[src/rtl/core_clk_gen.sv]
// ---------------------------------------------------------------------------
// core_clk_gen
//
// Programmable 50%-duty clock divider. The output runs high for 2^sel_cur
// cycles of clk_master and then low for the same time. A run request
// starts the divider, and a stop request always lets the current high phase
// finish. A new divide exponent takes effect only at a falling edge of
// clkdiv_out, so the output never shows a glitch or a short phase.
//
// Ports
//   clk_master  in   master clock (the only clock)
//   rstb        in   asynchronous active-low reset
//   en          in   run request, level-sensitive
//   div_sel     in   requested half-period exponent (SEL_W bits)
//   sel_load    in   single-cycle strobe that captures div_sel
//   clkdiv_out  out  registered divided clock, feeds the downstream /2 stage
//   tick        out  one-cycle pulse in the cycle clkdiv_out goes 0->1
//   div_active  out  high while the divider is in RUN or STOPPING
//   sel_cur     out  divide exponent currently in effect
// ---------------------------------------------------------------------------
module core_clk_gen #(
   parameter int SEL_W = 3
) (
   input  logic             clk_master,
   input  logic             rstb,
   input  logic             en,
   input  logic [SEL_W-1:0] div_sel,
   input  logic             sel_load,
   output logic             clkdiv_out,
   output logic             tick,
   output logic             div_active,
   output logic [SEL_W-1:0] sel_cur
);

   // The counter must hold 2^sel - 1 for the largest sel, 2^SEL_W - 1.
   // That value needs 2^SEL_W - 1 bits.
   localparam int CNT_W = 2**SEL_W - 1;

   typedef logic [CNT_W-1:0] cnt_t;

   typedef enum logic [1:0] {
      S_IDLE,
      S_RUN,
      S_STOPPING
   } state_t;

   state_t           state;
   cnt_t             cnt;
   logic [SEL_W-1:0] sel_pend;
   logic             pend;

   cnt_t             limit;
   logic             toggle_due;
   logic             apply_sel;
   logic [SEL_W-1:0] next_sel;

   // ------------------------------------------------------------------------
   // Decode of the current phase length and of the pending select.
   // ------------------------------------------------------------------------
   always_comb begin
      // NOTE: each signal gets a default at the top of the block. Then no
      // path can leave a signal unassigned, and no latch is inferred.
      limit      = '0;
      toggle_due = 1'b0;
      apply_sel  = 1'b0;
      next_sel   = sel_pend;

      // limit = 2^sel_cur - 1, built by shifting an all-ones mask down.
      // sel_cur <= CNT_W, so the shift amount is never negative. At the
      // largest select the limit is the all-ones value, and cnt never wraps.
      limit      = {CNT_W{1'b1}} >> (CNT_W - int'(sel_cur));
      toggle_due = (cnt == limit);

      // A strobe in the same cycle wins over an older pending value.
      // Then a coincident strobe is applied at this edge.
      apply_sel  = sel_load | pend;
      next_sel   = sel_load ? div_sel : sel_pend;
   end

   // ------------------------------------------------------------------------
   // FSM, counter and all outputs in a single registered process.
   // ------------------------------------------------------------------------
   // NOTE: the state is updated with non-blocking assignments. Every read in
   // this block then sees the value from before the edge, whatever the order
   // of the statements.
   always_ff @(posedge clk_master or negedge rstb) begin
      if (!rstb) begin
         state      <= S_IDLE;
         cnt        <= '0;
         clkdiv_out <= 1'b0;
         tick       <= 1'b0;
         div_active <= 1'b0;
         sel_cur    <= '0;
         sel_pend   <= '0;
         pend       <= 1'b0;
      end else begin
         tick <= 1'b0;

         // Capture a select strobe. The branches below may clear pend
         // again when they consume the value at this same edge.
         if (sel_load) begin
            sel_pend <= div_sel;
            pend     <= 1'b1;
         end

         unique case (state)
            S_IDLE: begin
               cnt        <= '0;
               clkdiv_out <= 1'b0;
               // In IDLE the output is static. A new select can therefore
               // take effect at once. This includes a strobe on the start
               // edge, so the first high phase already uses the new value.
               if (apply_sel) begin
                  sel_cur <= next_sel;
                  pend    <= 1'b0;
               end
               if (en) begin
                  state      <= S_RUN;
                  div_active <= 1'b1;
               end
            end

            S_RUN, S_STOPPING: begin
               if (toggle_due) begin
                  clkdiv_out <= ~clkdiv_out;
                  cnt        <= '0;
                  tick       <= ~clkdiv_out;
                  // A select changes only at a falling edge, with cnt = 0.
                  // The next low phase is then the first full phase at the
                  // new length.
                  if (clkdiv_out && apply_sel) begin
                     sel_cur <= next_sel;
                     pend    <= 1'b0;
                  end
               end else begin
                  cnt <= cnt + cnt_t'(1);
               end

               if (state == S_RUN) begin
                  if (!en) begin
                     if (!clkdiv_out && !toggle_due) begin
                        // The output is low and stays low, so stop at once.
                        state      <= S_IDLE;
                        cnt        <= '0;
                        div_active <= 1'b0;
                     end else begin
                        // The output is high or is about to change. Keep
                        // counting until the next falling edge, so no
                        // shortened high pulse leaves the block.
                        state <= S_STOPPING;
                     end
                  end
               end else begin
                  // STOPPING ignores en and ends on the falling edge.
                  if (toggle_due && clkdiv_out) begin
                     state      <= S_IDLE;
                     div_active <= 1'b0;
                  end
               end
            end

            default: begin
               state      <= S_IDLE;
               cnt        <= '0;
               clkdiv_out <= 1'b0;
               div_active <= 1'b0;
            end
         endcase
      end
   end

endmodule

[config.mk]
export PLATFORM = sky130hd
export DESIGN_NAME = core_clk_gen
export DESIGN_NICKNAME = d
export VERILOG_FILES = /design/src/rtl/core_clk_gen.sv
export SDC_FILE = /design/constraint.sdc
export NUM_CORES = 1
export LEC_CHECK = 0
export BUFFER_PORTS_ARGS = -buffer_cell sky130_fd_sc_hd__buf_2
export CORE_AREA = 8 8 49 60
export CTS_CLUSTER_DIAMETER = 100
export CTS_CLUSTER_SIZE = 25
export DETAILED_ROUTE_END_ITERATION = 12
export DIE_AREA = 0 0 57 68
export PLACE_DENSITY = 0.84
export SYNTH_ARGS = -nofsm -noshare
export SYNTH_HDL_FRONTEND = slang
export SYNTH_SLANG_ARGS = --single-unit
[constraint.sdc]
create_clock -name clk_master -period 2.5 [get_ports clk_master]
set_input_delay 0.125 -clock clk_master [delete_from_list [all_inputs] [get_ports clk_master]]
set_output_delay 0.125 -clock clk_master [all_outputs]
set_load 0.05 [all_outputs]
Yosys cells after proc, flatten, opt, wreduce, memory -nomap -nowiden
Index checks and enable logic that the tools add are counted.
Widths: inputs -> output; s select.
{"block": "totals", "regBits": 19, "in_bits": 7, "wordCells": 65}
{"block": "classes", "addsub": 2, "n_eq_ne": 10, "n_shift": 1, "n_mux": 31, "bitwise_logic": 2, "n_reduce_logical": 11}
{"op": "$mux 7", "count": 5}
{"op": "$shr 7x32->7 const A", "count": 1}
{"op": "$mux 1", "count": 13}
{"op": "$mux 3", "count": 4}
{"op": "$mux 2", "count": 5}
{"op": "$ne 3x3->1 const B", "count": 3}
{"op": "$ne 2x2->1 const B", "count": 4}
{"op": "$reduce_and 4->1", "count": 2}
{"op": "$add 7x1->7 const B", "count": 1}
{"op": "$eq 7x7->1", "count": 1}
{"op": "$pmux 3 s2", "count": 1}
{"op": "$pmux 1 s2", "count": 2}
{"op": "$pmux 2 s2", "count": 1}
{"op": "$sub 3x3->4 const A", "count": 1}
{"op": "$logic_and 1x1->1", "count": 3}
{"op": "$reduce_and 3->1", "count": 1}
{"op": "$eq 2x1->1 const B", "count": 1}
{"op": "$eq 2x2->1 const B", "count": 1}
{"op": "$logic_not 1->1", "count": 2}
{"op": "$logic_not 2->1", "count": 1}
{"op": "$reduce_bool 2->1", "count": 1}
{"op": "$reduce_or 2->1", "count": 1}
{"op": "$not 1->1", "count": 1}
{"op": "$or 1x1->1", "count": 1}

Depth between registers and ports, before layout
Gate-level depths: netlist of run 1.
{"block": "logic_depth", "depth_word": 9, "mapped_depth": 7, "mapped_depth_nobuf": 6}

Least setup slack after synthesis of run 1
Ideal clock, no wire load.
{"block": "synth_path", "path_kind": "reg2reg", "from": "register sel_cur[1]", "to": "register sel_cur[0]", "t_arrival_ns": 2.120, "required_ns": 2.375, "setup_slack_ns": 0.255, "path_stages_with_launch": 8, "synth_period_minus_slack_ns": 2.245, "path_cell_list": "dfrtp_1 buf_6 or2_0 a2111oi_0 a31o_2 nand4_1 a21o_1 mux2_4"}
{"block": "synth_via", "elab_chain_len": 5}
{"item": "start: declaration", "line": "32", "text": "output logic [SEL_W-1:0] sel_cur"}
{"item": "start signal: assignment", "line": "114", "text": "sel_cur <= next_sel;"}
{"item": "start signal: assignment", "line": "132", "text": "sel_cur <= next_sel;"}
{"item": "$sub 3x3->4", "line": "71", "text": "limit = {CNT_W{1'b1}} >> (CNT_W - int'(sel_cur));"}
{"item": "$shr 7x32->7", "line": "71"}
{"item": "$eq 7x7->1", "line": "72", "text": "toggle_due = (cnt == limit);"}
{"item": "$ne 2x2->1 (no source line)"}
{"item": "$reduce_and 4->1 (no source line)"}
Every way passes these cells.
A chain may end at the register's enable or synchronous reset.

Final worst setup path of run 1
{"block": "layout_path", "from": "register sel_cur[1]", "to": "register div_active"}
{"block": "layout_via", "elab_chain_len": 7, "elab_cells_between_ends": 9}
{"item": "$sub 3x3->4 *", "line": "71"}
{"item": "$shr 7x32->7 *", "line": "71"}
{"item": "$eq 7x7->1 *", "line": "72"}
{"item": "$logic_not 1->1", "line": "141", "text": "if (!clkdiv_out && !toggle_due) begin"}
{"item": "$logic_and 1x1->1", "line": "141"}
{"item": "$ne 3x3->1 (no source line)"}
{"item": "$reduce_and 4->1 (no source line) *"}
{"item": "end signal: assignment", "line": "145", "text": "div_active <= 1'b0;"}
{"item": "end signal: assignment", "line": "157", "text": "div_active <= 1'b0;"}
{"item": "end signal: assignment", "line": "166", "text": "div_active <= 1'b0;"}
{"item": "end: declaration", "line": "31", "text": "output logic div_active,"}
Mark *: on every way between the ends. The rest lies on a longest branch, timed or not.

==> results.env, run 1 <==
INITIALDRTVIOLATIONCOUNT=7
POWER.COMBINATIONAL.FRACTION_PCT=52.4
FINAL_NON_FILLER_CELL_TOTAL=141
CLOCK_SINK_COUNT=19
END_KIND='register'
POWER.SWITCHING_W=0.000630
PLACEDINSTANCEAREA_UM2=1120
CTS-ROOT-TO-SINK-BUFFERS=2
NUMBER_OF_ANTENNA_VIOLATIONS_AT_THE_FIRST_CHECK_IN_GLOBAL_ROUTING=0
SEQ_POWER_SHARE_PCT=36.2
DIE_X_UM=57
HOLD_PATH_STARTPOINT='div_sel[0]'
DIEHEIGHT_UM=68
HPWLAFTERDP_UM=1550
NFILLCELLS=193
TIGHTEST_SLEW_NS=0.832
GLOBAL_ROUTE.USAGE.TOTAL_PCT=11.2
GRT_START_MAX_NET_PINS=20
START_POINT_OF_THE_CRITICAL_PATH='sel_cur[1]'
USE_MET3_PCT=2.60
SYNTH.LARGEST_AREA_CELL='sky130_fd_sc_hd__dfrtp_1'
PLACE.GP.CONGESTION=0.700
P_PER_AREA_nW_PER_UM2=1170
PERIOD_NEEDED_NS=2.16
ROUTEDWLPERCELL_UM=14.7
SYNTHESIS.INSTANCES=104
P_SW_SHARE_PCT=46.3
FMAXACHIEVABLE_GHz=0.464
GRT_USE_MET1_PCT=11.4
SKEW_NS=0.00460
CTS_REPAIR_RESIZES=0
FIRST_GLOBAL_VIAS=822
ROWS=19
SYN_NETS=115
CORE-AREA_UM2=2090
INITIAL_STANDARD_CELL_UTILIZATION_OF_THE_CORE_PCT=50.1
CTS.REPAIR_TIMING.SETUP_BUFFER_COUNT=0
CTS.CLK_SLEW.WORST_PATHS_NS=0.11
SETUP_VIOL=0
FINAL_MIN_PERIOD_OVER_CLOCK_PERIOD_PCT=86.3
TIMING.SETUP.CRITICAL_PATH_CLASS='register to register'
ROOT_BUFFER='sky130_fd_sc_hd__clkbuf_4'
SYNTH_SEQ_AREA_SHARE_PCT=45.4
FINALMAXSLEWVIOLATIONS=0
POWER.SHARE.CLOCK_PCT=11.3
SYNTH_TOP_AREA_SHARE_PCT=45.4
YOSYS_WARNING_TOTAL=0
CAP_VIOLATIONS=0
FINALHOLDVIOLCOUNT=0
GLOBALROUTEOVERFLOWTOTAL=0
NUMPORTBUFFERS=12
POWER.INTERNAL_W=0.000730
WORSTPATHARRIVAL_NS=2.40
DIODE_INSERTION_COUNT_FOR_ANTENNA_REPAIR=0
NETLIST_TOP_CELLS_AREA='sky130_fd_sc_hd__dfrtp_1, sky130_fd_sc_hd__nor2_1, sky130_fd_sc_hd__ha_1'
SHARE_OF_CELLS_ABOVE_DRIVE_STRENGTH_1_PCT=20.8
GR-USAGE-MET2_PCT=20.8
POSTCTSHOLDBUFS=1
CRIT_PATH_MAX_FO=10
P_LEAK_nW=0.523
TRITONCTS.NUM_BUFFERS=3
TRITONCTS_CLOCK_TREE='yes'
FIRSTDRTPASSITERS=4
REG2REG_FROM='sel_cur[1]'
MAPPEDNETLISTAREA_UM2=1050
TIMING.HOLD.WORST.CLASS='primary input to register'
CRIT_REQUIRED_NS=2.74
CLOCK_LATENCY_ON_THE_WORST_SKEW_PAIR_NS=0.30
NUMPLACEDINSTANCES=136
RSZ0062_AT_GRT='false'
YOSYS_REGISTER_BITS=19
RELSLEWSLACK_PCT=43.6
SYNTHTOLAYOUTAREAGROWTH_PCT=10.8
SYNTHESIS.AREA_PER_INSTANCE_UM2=10.1
FIN_UTIL_PCT=55.4
POST-ROUTE-CELL-AREA_UM2=1160
DETAIL-ROUTE-ANTENNA-NETS=0
TOP_USAGE_LAYER='met2'
ROUTE.FINAL.WIRE_LENGTH_UM=2070
CLOCK_TREE.HTREE_LEVEL_COUNT=1
ROUTE.DETAILED.VIAS_PER_INST=5.60
WORST_HOLD_SLACK_NS=0.0798
POST-ROUTE-DRC-COUNT=0
SETUP_TNS_NS=0
PEAK_SUPPLY_DROP_mV=0.728
RUN_STATUS='complete, no violations'
FINAL_NETS=132
IO-PIN-COUNT=13
CRITICAL_PATH.STARTPOINT_TYPE='register'
WIRE_LENGTH_OF_THE_FIRST_GLOBAL_ROUTING_PASS_UM=3510
DIE-AREA_UM2=3880
SYNTH.DISTINCT_CELLS=35
OVERALL_VIA_COUNT_FROM_DETAIL_ROUTE=789
[worst max-delay path: stages, from the launching register on]
cell                        delay, ns
sky130_fd_sc_hd__dfrtp_1         0.48
sky130_fd_sc_hd__nor4_1          0.32
sky130_fd_sc_hd__a221oi_1        0.14
sky130_fd_sc_hd__nor4_2          0.36
sky130_fd_sc_hd__nand3_1         0.20
sky130_fd_sc_hd__a211oi_1        0.41
sky130_fd_sc_hd__nand4bb_1       0.18
[registers in the layout, indices dropped and copies added (netlist names)]
register	cells
cnt	7
sel_cur	3
sel_pend	3
state	2
clkdiv_out	1
div_active	1
pend	1
tick	1
[cells in the mapped netlist]
library cell / number
sky130_fd_sc_hd__a2111oi_0: 1
sky130_fd_sc_hd__a211o_1: 1
sky130_fd_sc_hd__a211oi_1: 1
sky130_fd_sc_hd__a21o_1: 1
sky130_fd_sc_hd__a21oi_1: 4
sky130_fd_sc_hd__a221oi_1: 1
sky130_fd_sc_hd__a22oi_1: 1
sky130_fd_sc_hd__a31o_2: 1
sky130_fd_sc_hd__and2_1: 3
sky130_fd_sc_hd__buf_6: 1
sky130_fd_sc_hd__dfrtp_1: 19
sky130_fd_sc_hd__ha_1: 4
sky130_fd_sc_hd__inv_1: 6
sky130_fd_sc_hd__mux2_2: 3
sky130_fd_sc_hd__mux2_4: 3
sky130_fd_sc_hd__mux2i_1: 1
sky130_fd_sc_hd__nand2_1: 9
sky130_fd_sc_hd__nand2b_1: 4
sky130_fd_sc_hd__nand3_1: 4
sky130_fd_sc_hd__nand3b_1: 1
sky130_fd_sc_hd__nand4_1: 1
sky130_fd_sc_hd__nand4bb_1: 1
sky130_fd_sc_hd__nor2_1: 14
sky130_fd_sc_hd__nor2b_1: 2
sky130_fd_sc_hd__nor4_1: 1
sky130_fd_sc_hd__nor4_2: 1
sky130_fd_sc_hd__o211ai_1: 1
sky130_fd_sc_hd__o21ai_0: 2
sky130_fd_sc_hd__o21bai_1: 2
sky130_fd_sc_hd__o22ai_1: 1
sky130_fd_sc_hd__o311ai_1: 1
sky130_fd_sc_hd__or2_0: 1
sky130_fd_sc_hd__or3b_2: 1
sky130_fd_sc_hd__xnor2_1: 4
sky130_fd_sc_hd__xor2_1: 2
[final cells by class]
cell class / instances / area, um2 / area share (%)
clock buffers: 3 / 22.5 / 1.94
clock inverters: 1 / 5.00 / 0.432
flip-flops and latches: 19 / 475 / 41.0
multi-input cells: 78 / 538 / 46.4
repair buffers: 13 / 70.1 / 6.04
well taps: 21 / 26.3 / 2.27
inverters: 6 / 22.5 / 1.94
[power by group through the flow]
stage          logic (W)  registers, W  clock network [W]
2_1_floorplan   0.000473      0.000599                  0
3_3_place_gp    0.000692      0.000488                  0
3_5_place_dp    0.000713      0.000500                  0
4_1_cts         0.000720      0.000494           0.000160
5_1_grt         0.000787      0.000509           0.000171
6_report        0.000713      0.000493           0.000154
[layout by cell type, fill, tap and decap left out, types with 2 or more instances in the layout]
cell type                  count
sky130_fd_sc_hd__nor2b_1       2
sky130_fd_sc_hd__nand2b_1      4
sky130_fd_sc_hd__inv_1         6
sky130_fd_sc_hd__clkbuf_4      3
sky130_fd_sc_hd__mux2_4        3
sky130_fd_sc_hd__ha_1          4
sky130_fd_sc_hd__a21oi_1       4
sky130_fd_sc_hd__nand3_1       4
sky130_fd_sc_hd__o21ai_0       2
sky130_fd_sc_hd__buf_2        12
sky130_fd_sc_hd__xor2_1        2
sky130_fd_sc_hd__nor2_1       14
sky130_fd_sc_hd__mux2_2        3
sky130_fd_sc_hd__and2_1        3
sky130_fd_sc_hd__dfrtp_1      19
sky130_fd_sc_hd__nand2_1       9
sky130_fd_sc_hd__xnor2_1       4
sky130_fd_sc_hd__o21bai_1      2
[stage by stage]
step / total power, W / setup slack, ns
2_1_floorplan: 0.00107 / 0.255
3_3_place_gp: 0.00118 / 0.481
3_5_place_dp: 0.00121 / 0.415
4_1_cts: 0.00137 / 0.355
5_1_grt: 0.00147 / 0.236
6_report: 0.00136 / 0.343
[worst paths after layout]
kind | end | slack (ns) | cells past startpoint
max | div_active | 0.34 | 6
min reg2reg | pend | 0.50 | 2
max in group asynchronous | sel_cur[1] | 1.92 | 2
min in group asynchronous | tick | 0.27 | 2
min | sel_pend[0] | 0.08 | 2
max reg2reg | div_active | 0.34 | 6
[metal layers]
layer  vias up  part of all wire, %
met2        12                   55
met3         4                  4.2
met5         -                    0
met1       381                   40
met4         0                  1.3
li1        392                    -
[cell families after synthesis]
logic type,after synthesis,share of synthesized area [%]
flops,19,45.4
simple gates,43,21.1
fa+ha+maj,4,4.78
buf+inv,7,3.23
compound gates,18,11.9
mux,7,8.48
xor+xnor,6,5.02
No activity file was read; power rests on OpenSTA's default activity.
==> run 2, diff against run 1 <==
ABC_AREA = 1   (was not set)
CORE_AREA = 8 8 48 60   (was 8 8 49 60)
DIE_AREA = 0 0 56 68   (was 0 0 57 68)
PLACE_DENSITY = 0.86   (was 0.84)
==> results.env, run 2 <==
PERIOD_NEEDED_NS=1.58
ROWS=19
POST-ROUTE-DRC-COUNT=0
TIMING.SETUP.CRITICAL_PATH_CLASS='register to register'
CTS-ROOT-TO-SINK-BUFFERS=2
PLACE_WORST_SETUP_SLACK_NS=0.967
ROOT_BUFFER='sky130_fd_sc_hd__clkbuf_4'
CRIT_PATH_MAX_INCR_DELAY_NS=0.53
SKEW_NS=0.0153
INITIALDRTVIOLATIONCOUNT=20
SYNTHFLOPTYPE='sky130_fd_sc_hd__dfrtp_1'
ROUTEDWLPERCELL_UM=11.5
TRITONCTS_CLOCK_TREE='yes'
ROUTE.FINAL.WIRE_LENGTH_UM=1860
LAYOUT_COMMONEST_CELL='sky130_fd_sc_hd__nand2_1'
IO-PIN-COUNT=13
SYNTH_SEQ_AREA_SHARE_PCT=44.7
SYNTH_EDF_COUNT=0
FMAXACHIEVABLE_GHz=0.635
TIMING.HOLD.WORST.CLASS='primary input to register'
CRIT_PATH_MAX_FO=8
P_PER_AREA_nW_PER_UM2=1060
TRITONCTS.NUM_BUFFERS=3
YOSYS_WARNING_TOTAL=0
RSZ0062_AT_GRT='false'
NUMPORTBUFFERS=12
YOSYS_REGISTER_BITS=19
SETUP_WS_NS=0.924
INITIAL_STANDARD_CELL_UTILIZATION_OF_THE_CORE_PCT=52.0
HPWLAFTERDP_UM=1470
LARGEST_REGISTER_FF_COUNT=7
CTS.REPAIR_TIMING.SETUP_BUFFER_COUNT=0
NETLIST_TOP_CELLS_AREA='sky130_fd_sc_hd__dfrtp_1, sky130_fd_sc_hd__nand2_1, sky130_fd_sc_hd__nor2_1'
NUMBER_OF_ANTENNA_VIOLATIONS_AT_THE_FIRST_CHECK_IN_GLOBAL_ROUTING=0
CRITICAL_PATH.STARTPOINT_TYPE='register'
TOP_LIBRARY_CELLS_BY_USAGE_IN_THE_LAYOUT_FILL_AND_TAPS_ASIDE='sky130_fd_sc_hd__nand2_1, sky130_fd_sc_hd__dfrtp_1, sky130_fd_sc_hd__nor2_1'
FINAL_NETS=153
GRT_START_MAX_NET_PINS=20
CLOCK_TREE.HTREE_LEVEL_COUNT=1
SETUP_TNS_NS=0
NETLIST_TOP_CELLS_COUNT='sky130_fd_sc_hd__nand2_1, sky130_fd_sc_hd__dfrtp_1, sky130_fd_sc_hd__nor2_1'
GLOBALROUTEOVERFLOWTOTAL=0
SETUP_VIOL=0
CTS_REPAIR_RESIZES=0
WORST_PATH_MAX_DELAY_CELL='sky130_fd_sc_hd__dfrtp_1'
TOP_REGS='cnt (7), sel_cur (3), sel_pend (3)'
TIGHTEST_SLEW_NS=0.420
CLOCK_SINK_COUNT=19
PEAK_SUPPLY_DROP_mV=0.780
DETAIL-ROUTE-ANTENNA-NETS=0
SYNTH.DISTINCT_CELLS=25
CORE-AREA_UM2=2040
ROUTE.DETAILED.VIAS_PER_INST=4.99
WORSTPATHARRIVAL_NS=1.76
FIN_UTIL_PCT=57.5
OVERALL_VIA_COUNT_FROM_DETAIL_ROUTE=809
P_LEAK_nW=0.604
FINALMAXSLEWVIOLATIONS=0
DIODE_INSERTION_COUNT_FOR_ANTENNA_REPAIR=0
POSTCTSHOLDBUFS=1
RELSLEWSLACK_PCT=72.0
SYNTHTOLAYOUTAREAGROWTH_PCT=10.6
CRIT_REQUIRED_NS=2.68
SYNTH_TOP_AREA_SHARE_PCT=44.7
ASYNC_FLOP_SHARE_PCT=100
PLACE.GP.CONGESTION=0.940
MAPPEDNETLISTAREA_UM2=1060
FINALHOLDVIOLCOUNT=0
CAP_VIOLATIONS=0
SYNTHESIS.AREA_PER_INSTANCE_UM2=8.51
SHARE_OF_CELLS_ABOVE_DRIVE_STRENGTH_1_PCT=19.9
WIRE_LENGTH_OF_THE_FIRST_GLOBAL_ROUTING_PASS_UM=3400
COUNT_LEADER_SYNTH='sky130_fd_sc_hd__nand2_1'
FIRST_GLOBAL_VIAS=865
CLOCK_LATENCY_ON_THE_WORST_SKEW_PAIR_NS=0.30
RUN_STATUS='complete, no violations'
SYN_NETS=136
CTS.CLK_SLEW.WORST_PATHS_NS=0.12
NFILLCELLS=191
SYNTH.LARGEST_AREA_CELL='sky130_fd_sc_hd__dfrtp_1'
DIE_X_UM=56
DIEHEIGHT_UM=68
FIRSTDRTPASSITERS=4
SYNTHESIS.INSTANCES=125
LARGEST_REGISTER_BY_FLOP_COUNT='cnt'
GLOBAL_ROUTE.USAGE.TOTAL_PCT=10.7
FINAL_MIN_PERIOD_OVER_CLOCK_PERIOD_PCT=63.0
CP_CELL_SEQUENCE='nand2_1 -> nor2_1 -> xor2_1 -> nor2_2 -> nand2_4 -> nand2_4 -> nand2_1 -> o22ai_1 -> inv_1'
DIE-AREA_UM2=3810
END_KIND='register'
run 2: cell count changes in the layout (fill, tap and decap cells not counted), moves of 3 or more:
cell / change
sky130_fd_sc_hd__inv_1: +8
sky130_fd_sc_hd__nand3_1: +6
sky130_fd_sc_hd__nand2b_1: -4
sky130_fd_sc_hd__mux2_2: -3
sky130_fd_sc_hd__mux2_4: -3
sky130_fd_sc_hd__nand2_1: +24
run 2: layer usage:
| layer | global-route usage (%) | share of wire (%) | wire length [um] |
|---|---|---|---|
| met1 | 10.3 | 43 | 799 |
| met2 | 20.6 | 51 | 954 |
| met3 | 2.78 | 4.2 | 78 |
| met4 | 5.42 | 1.4 | 26 |
| met5 | 0 | 0 | 0 |
run 2: final timing paths:
| path | end | slack, ns | startpoint | cells past startpoint |
|---|---|---|---|---|
| setup / recovery | pend | 0.92 | sel_cur[2] | 9 |
| min in group asynchronous | cnt[0] | 0.27 | rstb | 2 |
| hold / removal | sel_pend[1] | 0.06 | div_sel[1] | 3 |
| setup reg to reg | pend | 0.92 | sel_cur[2] | 9 |
| hold reg to reg | div_active | 0.49 | div_active | 2 |
| max in group asynchronous | state[0] | 1.91 | rstb | 2 |
run 2: final cells by class:
class / instances / area, um2 / area share [%]
inverter: 16 / 60.1 / 5.11
sequential: 19 / 475 / 40.4
multi-input combinational: 89 / 517 / 43.9
clock inverter: 1 / 5.00 / 0.426
tap: 21 / 26.3 / 2.23
clock buffer: 3 / 22.5 / 1.91
timing repair buffer: 13 / 70.1 / 5.96
run 2: per-stage QoR:
| step | total power (W) | instances | hold slack [ns] | instance area, um2 |
|---|---|---|---|---|
| final | 0.00124 | 162 | 0.0613 | 1180 |
| after global routing | 0.00136 | 162 | 0.0570 | 1180 |
| after CTS | 0.00126 | 162 | 0.0523 | 1180 |
| after detailed placement | 0.00110 | 157 | 0.0861 | 1140 |
| after global placement | 0.00109 | 157 | 0.0848 | 1140 |
| after floorplan | 0.000989 | 125 | -0.171 | 1060 |
run 2: power breakdown:
| part | internal, W | switching [W] | total (W) |
|---|---|---|---|
| combinational | 0.000207 | 0.000425 | 0.000631 |
| sequential | 0.000378 | 0.0000806 | 0.000458 |
| clock | 0.0000595 | 0.0000947 | 0.000154 |
run 2: cell families after synthesis:
kind of cell | Yosys count | synth area share (%)
DFF | 19 | 44.7
adders and majority gates | 4 | 4.71
and+or+nand+nor | 70 | 31.9
AOI/OAI and AO/OA | 8 | 6.23
xor gates and xnor gates | 7 | 5.76
buffers and inverters | 17 | 6.71
run 2: worst max-delay path, delay by kind of cell (launching register included):
family / cells / cell delay, ns
AO/OA/AOI/OAI: 1 / 0.12
XOR/XNOR: 1 / 0.09
buffers and inverters: 1 / 0.05
flip-flops: 1 / 0.53
AND/OR/NAND/NOR: 6 / 0.67
